`config.mk`:
```
export PLATFORM = sky130hd
export DESIGN_NAME = irq_arbiter
export DESIGN_NICKNAME = d
export VERILOG_FILES = /design/src/rtl/irq_arbiter.sv
export SDC_FILE = /design/constraint.sdc
export NUM_CORES = 1
export LEC_CHECK = 0
export CAP_MARGIN = 20
export CORE_ASPECT_RATIO = 0.9
export CORE_UTILIZATION = 53
export DETAILED_ROUTE_END_ITERATION = 10
export GPL_TIMING_DRIVEN = 0
export PLACE_DENSITY = 0.84
export SYNTH_ARGS = -nofsm -noshare
export SYNTH_HDL_FRONTEND = slang
export SYNTH_SLANG_ARGS = --single-unit
```
`constraint.sdc`:
```
create_clock -name clk -period 5.5 [get_ports clk]
set_clock_uncertainty 0.05 [all_clocks]
set_input_delay 0.825 -clock clk [delete_from_list [all_inputs] [get_ports clk]]
set_output_delay 0.825 -clock clk [all_outputs]
set_load 0.02 [all_outputs]
```
`src/rtl/irq_arbiter.sv`:
```
// irq_arbiter: edge-triggered interrupt sources -> pending latch -> fixed-priority
// (index 0 highest) single-outstanding request to the core-local interruptor.
// Latency: rise at edge t sets pending at t; int_flag valid after edge t+1.
// Backpressure: one interrupt in flight; others stay pending until int_done.
// Ports:
//   clk, rst_n           clock, async active-low reset
//   irq_src[N_SRC]       level source lines, a rising edge requests
//   cfg_we/addr/wdata    config write port; cfg_rdata combinational from cfg_addr
//                        (0 ENABLE rw, 1 PENDING W1C, 2 ACTIVE_ID ro, 3 zero)
//   int_flag[ID_W]       registered request code, 0 none, k+1 = source k
//   int_ack, int_done    one-cycle pulses: interrupt taken / mret executed
//   busy                 registered, high while presented or in service
module irq_arbiter #(
  parameter int N_SRC = 8,
  parameter int ID_W  = 4
) (
  input  logic             clk,
  input  logic             rst_n,
  input  logic [N_SRC-1:0] irq_src,
  input  logic             cfg_we,
  input  logic [1:0]       cfg_addr,
  input  logic [15:0]      cfg_wdata,
  output logic [15:0]      cfg_rdata,
  output logic [ID_W-1:0]  int_flag,
  input  logic             int_ack,
  input  logic             int_done,
  output logic             busy
);

  typedef enum logic [1:0] {S_IDLE, S_REQ, S_ACTIVE} state_t;

  state_t           r_state;
  state_t           w_state_nxt;
  logic [N_SRC-1:0] r_prev;
  logic [N_SRC-1:0] r_pending;
  logic [N_SRC-1:0] r_enable;
  logic             r_armed;
  logic [ID_W-1:0]  r_cur_id;
  logic [ID_W-1:0]  r_int_flag;
  logic             r_busy;

  logic [N_SRC-1:0] w_rise;
  logic             w_wr_en;
  logic             w_wr_pend;
  logic [N_SRC-1:0] w_enable_nxt;
  logic [N_SRC-1:0] w_w1c;
  logic [N_SRC-1:0] w_cur_mask;
  logic             w_take;
  logic [N_SRC-1:0] w_pend_kept;
  logic [N_SRC-1:0] w_pending_nxt;
  logic [N_SRC-1:0] w_req_vec;
  logic             w_any;
  logic [ID_W-1:0]  w_win;
  logic             w_withdraw;
  logic [ID_W-1:0]  w_cur_nxt;
  logic [ID_W-1:0]  w_flag_nxt;
  logic             w_unused_wdata;

  // r_armed stays low for the first edge after reset so that a source held
  // high through reset release only loads prev and must toggle to request.
  assign w_rise = irq_src & ~r_prev & {N_SRC{r_armed}};

  assign w_wr_en      = cfg_we && (cfg_addr == 2'd0);
  assign w_wr_pend    = cfg_we && (cfg_addr == 2'd1);
  assign w_enable_nxt = w_wr_en ? cfg_wdata[N_SRC-1:0] : r_enable;
  assign w_w1c        = w_wr_pend ? cfg_wdata[N_SRC-1:0] : '0;
  assign w_cur_mask   = N_SRC'(1) << r_cur_id;
  assign w_take       = (r_state == S_REQ) && int_ack;

  // A new rise always beats any clear of the same bit in the same cycle.
  assign w_pend_kept   = (r_pending & ~w_w1c) | w_rise;
  assign w_pending_nxt = (r_pending & ~(w_w1c | (w_take ? w_cur_mask : '0))) | w_rise;

  // Withdrawal looks at the values about to be written, so a disable or
  // W1C drops int_flag on the very edge that performs the write.
  assign w_withdraw = ((w_enable_nxt & w_cur_mask) == '0) ||
                      ((w_pend_kept & w_cur_mask) == '0);

  assign w_req_vec = r_pending & r_enable;
  assign w_any     = |w_req_vec;

  // Lowest set index wins.
  always_comb begin
    w_win = '0;
    for (int i = N_SRC - 1; i >= 0; i--) begin
      if (w_req_vec[i]) w_win = ID_W'(i);
    end
  end

  always_comb begin
    w_state_nxt = r_state;
    w_cur_nxt   = r_cur_id;
    case (r_state)
      S_IDLE: begin
        if (w_any) begin
          w_state_nxt = S_REQ;
          w_cur_nxt   = w_win;
        end
      end
      S_REQ: begin
        if (int_ack)         w_state_nxt = S_ACTIVE;
        else if (w_withdraw) w_state_nxt = S_IDLE;
      end
      S_ACTIVE: begin
        if (int_done) w_state_nxt = S_IDLE;
      end
      default: w_state_nxt = S_IDLE;
    endcase
  end

  assign w_flag_nxt = (w_state_nxt == S_REQ) ? (w_cur_nxt + ID_W'(1)) : '0;

  always_ff @(posedge clk or negedge rst_n) begin
    if (!rst_n) begin
      r_state    <= S_IDLE;
      r_prev     <= '0;
      r_pending  <= '0;
      r_enable   <= '0;
      r_armed    <= 1'b0;
      r_cur_id   <= '0;
      r_int_flag <= '0;
      r_busy     <= 1'b0;
    end else begin
      r_state    <= w_state_nxt;
      r_prev     <= irq_src;
      r_pending  <= w_pending_nxt;
      r_enable   <= w_enable_nxt;
      r_armed    <= 1'b1;
      r_cur_id   <= w_cur_nxt;
      r_int_flag <= w_flag_nxt;
      r_busy     <= (w_state_nxt != S_IDLE);
    end
  end

  always_comb begin
    cfg_rdata = '0;
    case (cfg_addr)
      2'd0: cfg_rdata = 16'(r_enable);
      2'd1: cfg_rdata = 16'(r_pending);
      2'd2: if (r_state == S_ACTIVE) cfg_rdata = 16'(r_cur_id) + 16'd1;
      default: cfg_rdata = '0;
    endcase
  end

  // Write data bits above N_SRC have no register behind them.
  assign w_unused_wdata = &{1'b0, cfg_wdata};

  assign int_flag = r_int_flag;
  assign busy     = r_busy;

endmodule

```
==> run metrics <==
Die X=69.1 µm; Startpoint Class=input port; Clock Tree Root=clkbuf_8; Lkg Pwr=0.00117 µW; first-pass GRT wire length=between 9 and 10 mm; #FFs+latches synth=36; Critical Path Fanout Max=10; DR vias/cell=5.83; Peak Freq=250 MHz; reg2reg path depth=8; WHS Endpoint=r_pending[2]; Resized Gates After CTS=0; clock network power share=around 17%; # hold bufs at CTS=0; R2R Path End=int_flag[3]; Core Box Area=0.00378 mm²; Worst Path Arrival=3130 ps; Synth Area in Adders=a little over 4%; layout cell share with drive strength beyond 1=12.5%; FF-to-FF Start=r_cur_id[0]; initial antenna violation count=0; floorplan row count=21; Final period util=72.8%; most common library cell in the layout ignoring fill and taps=dfrtp_1; Sequential Power Share=35.1%; # clock sinks=36; Critical Path Sink Type=output port; Hold Fails Final Rpt=0; ys flop type=dfrtp_1; XOR/XNOR share of the synthesized area=0.817%; largest family of logic cells by synthesized area=simple AND/OR/NAND/NOR gates; Syn Area/Cell=9.66 µm²; cells along the critical path=clkdlybuf4s50_1, buf_2, or3b_2, o22ai_1, nor2_1, a21oi_1, clkdlybuf4s50_1; combinational share of power=48.4%; final WL=5.45 mm; Worst R2R Setup Slack=around 3200 ps; max-cap check violation count=0; P_int=680 µW; Max Slew Vio Count=0; Switch Pwr=494 µW; Mapped Area=0.00214 mm²; Post-synth EDFFs=0; postcts setup bufs=0; post-route ant nets=0; Net Sw Frac=42.1%; Nets=309; Mapped Cells=222; VDD IR max=0.000244 V; GRT Overall Usage=27.6%; Clock Path Buffers=2; CTS buffer count=5; vias in the first global route=approximately 1800; port bufs=35; Clock transition at path regs=60 ps; H-tree depth=2; fillers=308; outcome=finished clean; setup violators final=0; Initial Util=56.7%; slowest stage delay, CP=610 ps; Skew-Pair Late Insertion Delay=300 ps; dpl hpwl=a little over 4 mm; hold wc startpoint=r_prev[2]; via count=1853; # DRC=0; number of cells on the worst hold path=2; power per cell area=about 440 mW/mm²; Power Total=1170 µW; grt ovf=0; commonest non-fill, non-tap cells in the layout=36 x dfrtp_1, 34 x clkdlybuf4s50_1, 22 x nand2_1; sequential fraction of the synthesis area=42.0%; I/O pins=52; ant diodes=0; CTS tree=done; Sum Neg Setup Slack=0 ps; Compound-Gate Fraction of Synth Area=15.9%; CP most frequent cell=clkdlybuf4s50_1; measured slew at the worst slew-check pin=~800 ps; Slew HR=45.6%; Cell variety after synth=48; die area=0.00430 mm²; largest net degree at the start of global routing=37; worst path required time=4620 ps; unrepaired setup endpoints after global routing=no; Synth Area in Simple Gates=22.3%; DRT Pass-1 Iters=4; Area Growth Syn to Fin=24.2%; asr flop ratio synth=100%; mux cell area share after synthesis=7.35%; minimum clock period=between 4000 and 5000 ps; Crit Path Class=in2out; yosys synthesis warning count=0; CP max stage cell=clkdlybuf4s50_1; Min-Delay Path Class=reg2reg; Die Y-Extent=between 60 and 70 µm; Placer Congestion=~0.93; DR WL/cell=17.1 µm; Iter 0 DRT Violations=roughly 130
## power groups by stage
stage / Combinational [µW] / Sequential [µW] / Clock [µW]
5_1_grt: 624 / 420 / 207
3_3_place_gp: 538 / 410 / 0
6_report: 568 / 412 / 194
4_1_cts: 562 / 410 / 196
3_5_place_dp: 550 / 415 / 0
2_1_floorplan: 370 / 407 / 0
## cells by family (layout without fill, tap and decap cells)
group                    count (synthesis)  in the layout
other                                    2              9
AO/OA/AOI/OAI                           48             48
adder cells (fa/ha/maj)                  7              7
AND/OR/NAND/NOR                         82             82
buffers and inverters                   30             73
XOR/XNOR                                 2              2
multiplexers                            15             15
flip-flops                              36             36
## area by class of cell
| type | count | area, µm² | share of cell area (%) |
|---|---|---|---|
| Timing Repair Buffer | 35 | 345 | 13.0 |
| Sequential cell | 36 | 901 | 33.8 |
| Tap cell | 46 | 57.6 | 2.16 |
| Clock buffer | 8 | 90.1 | 3.38 |
| Multi-Input combinational cell | 163 | 1110 | 41.9 |
| Inverter | 14 | 52.6 | 1.97 |
| Buffer | 16 | 103 | 3.85 |
## how the worst max path moves through the flow
| stage | to | from | cells past startpoint |
|---|---|---|---|
| 3_5_place_dp | cfg_rdata[2] | cfg_addr[1] | 7 |
| 5_1_grt | cfg_rdata[2] | cfg_addr[1] | 7 |
| 6_report | cfg_rdata[2] | cfg_addr[1] | 7 |
| 2_1_floorplan | cfg_rdata[2] | cfg_addr[0] | 5 |
| 3_3_place_gp | cfg_rdata[2] | cfg_addr[1] | 7 |
| 4_1_cts | cfg_rdata[2] | cfg_addr[1] | 7 |
## state kept, by name, indices dropped and copies added (netlist names)
signal     count
r_cur_id       4
r_pending      8
r_armed        1
busy           1
r_prev         8
r_enable       8
r_state        2
int_flag       4
## through the flow
step / std cells / util (%) / setup slack [ps] / hold WS (ps) / instance area [µm²]
finish: 318 / 70.4 / 1500 / 463 / 2660
floorplan: 229 / - / 2610 / 433 / 2170
global route: 318 / 70.4 / 1360 / 506 / 2660
global placement: 310 / 68.2 / 1530 / 443 / 2580
detailed placement: 310 / 68.0 / 1510 / 455 / 2570
CTS: 318 / 70.4 / 1500 / 467 / 2660
## routing by layer
metal	vias to the layer above	track usage (%)	part of all wire [%]	wire, µm
met2	77	43.8	47	2580
met1	875	36.8	43	2350
met4	0	11.2	2.0	108
met3	12	5.84	7.7	418
met5	-	0	0	0
li1	889	-	-	-
## cells in the mapped netlist (3+ instances only)
cell      number  area [µm²]
ha_1           7        87.6
inv_1         14        52.6
nand2b_1       4        25.0
buf_4          9        67.6
mux2i_1        9        90.1
nand3b_1      16         120
dfrtp_1       36         901
nand4b_1       4        35.0
mux2_2         6        67.6
o22ai_1        9        56.3
nand2_1       22        82.6
o21ai_0        6        30.0
a21oi_1        5        25.0
a22oi_1        7        52.6
o211ai_1       5        37.5
nor2b_1        3        18.8
nor2_1        10        37.5
buf_2          7        35.0
nand3_1        9        45.0
## critical path, delay by kind of cell
kind	cells	cell delay (ps)
compound gates	2	270
simple gates	2	580
buf+inv	3	1440
No activity file was read; power rests on OpenSTA's default activity.
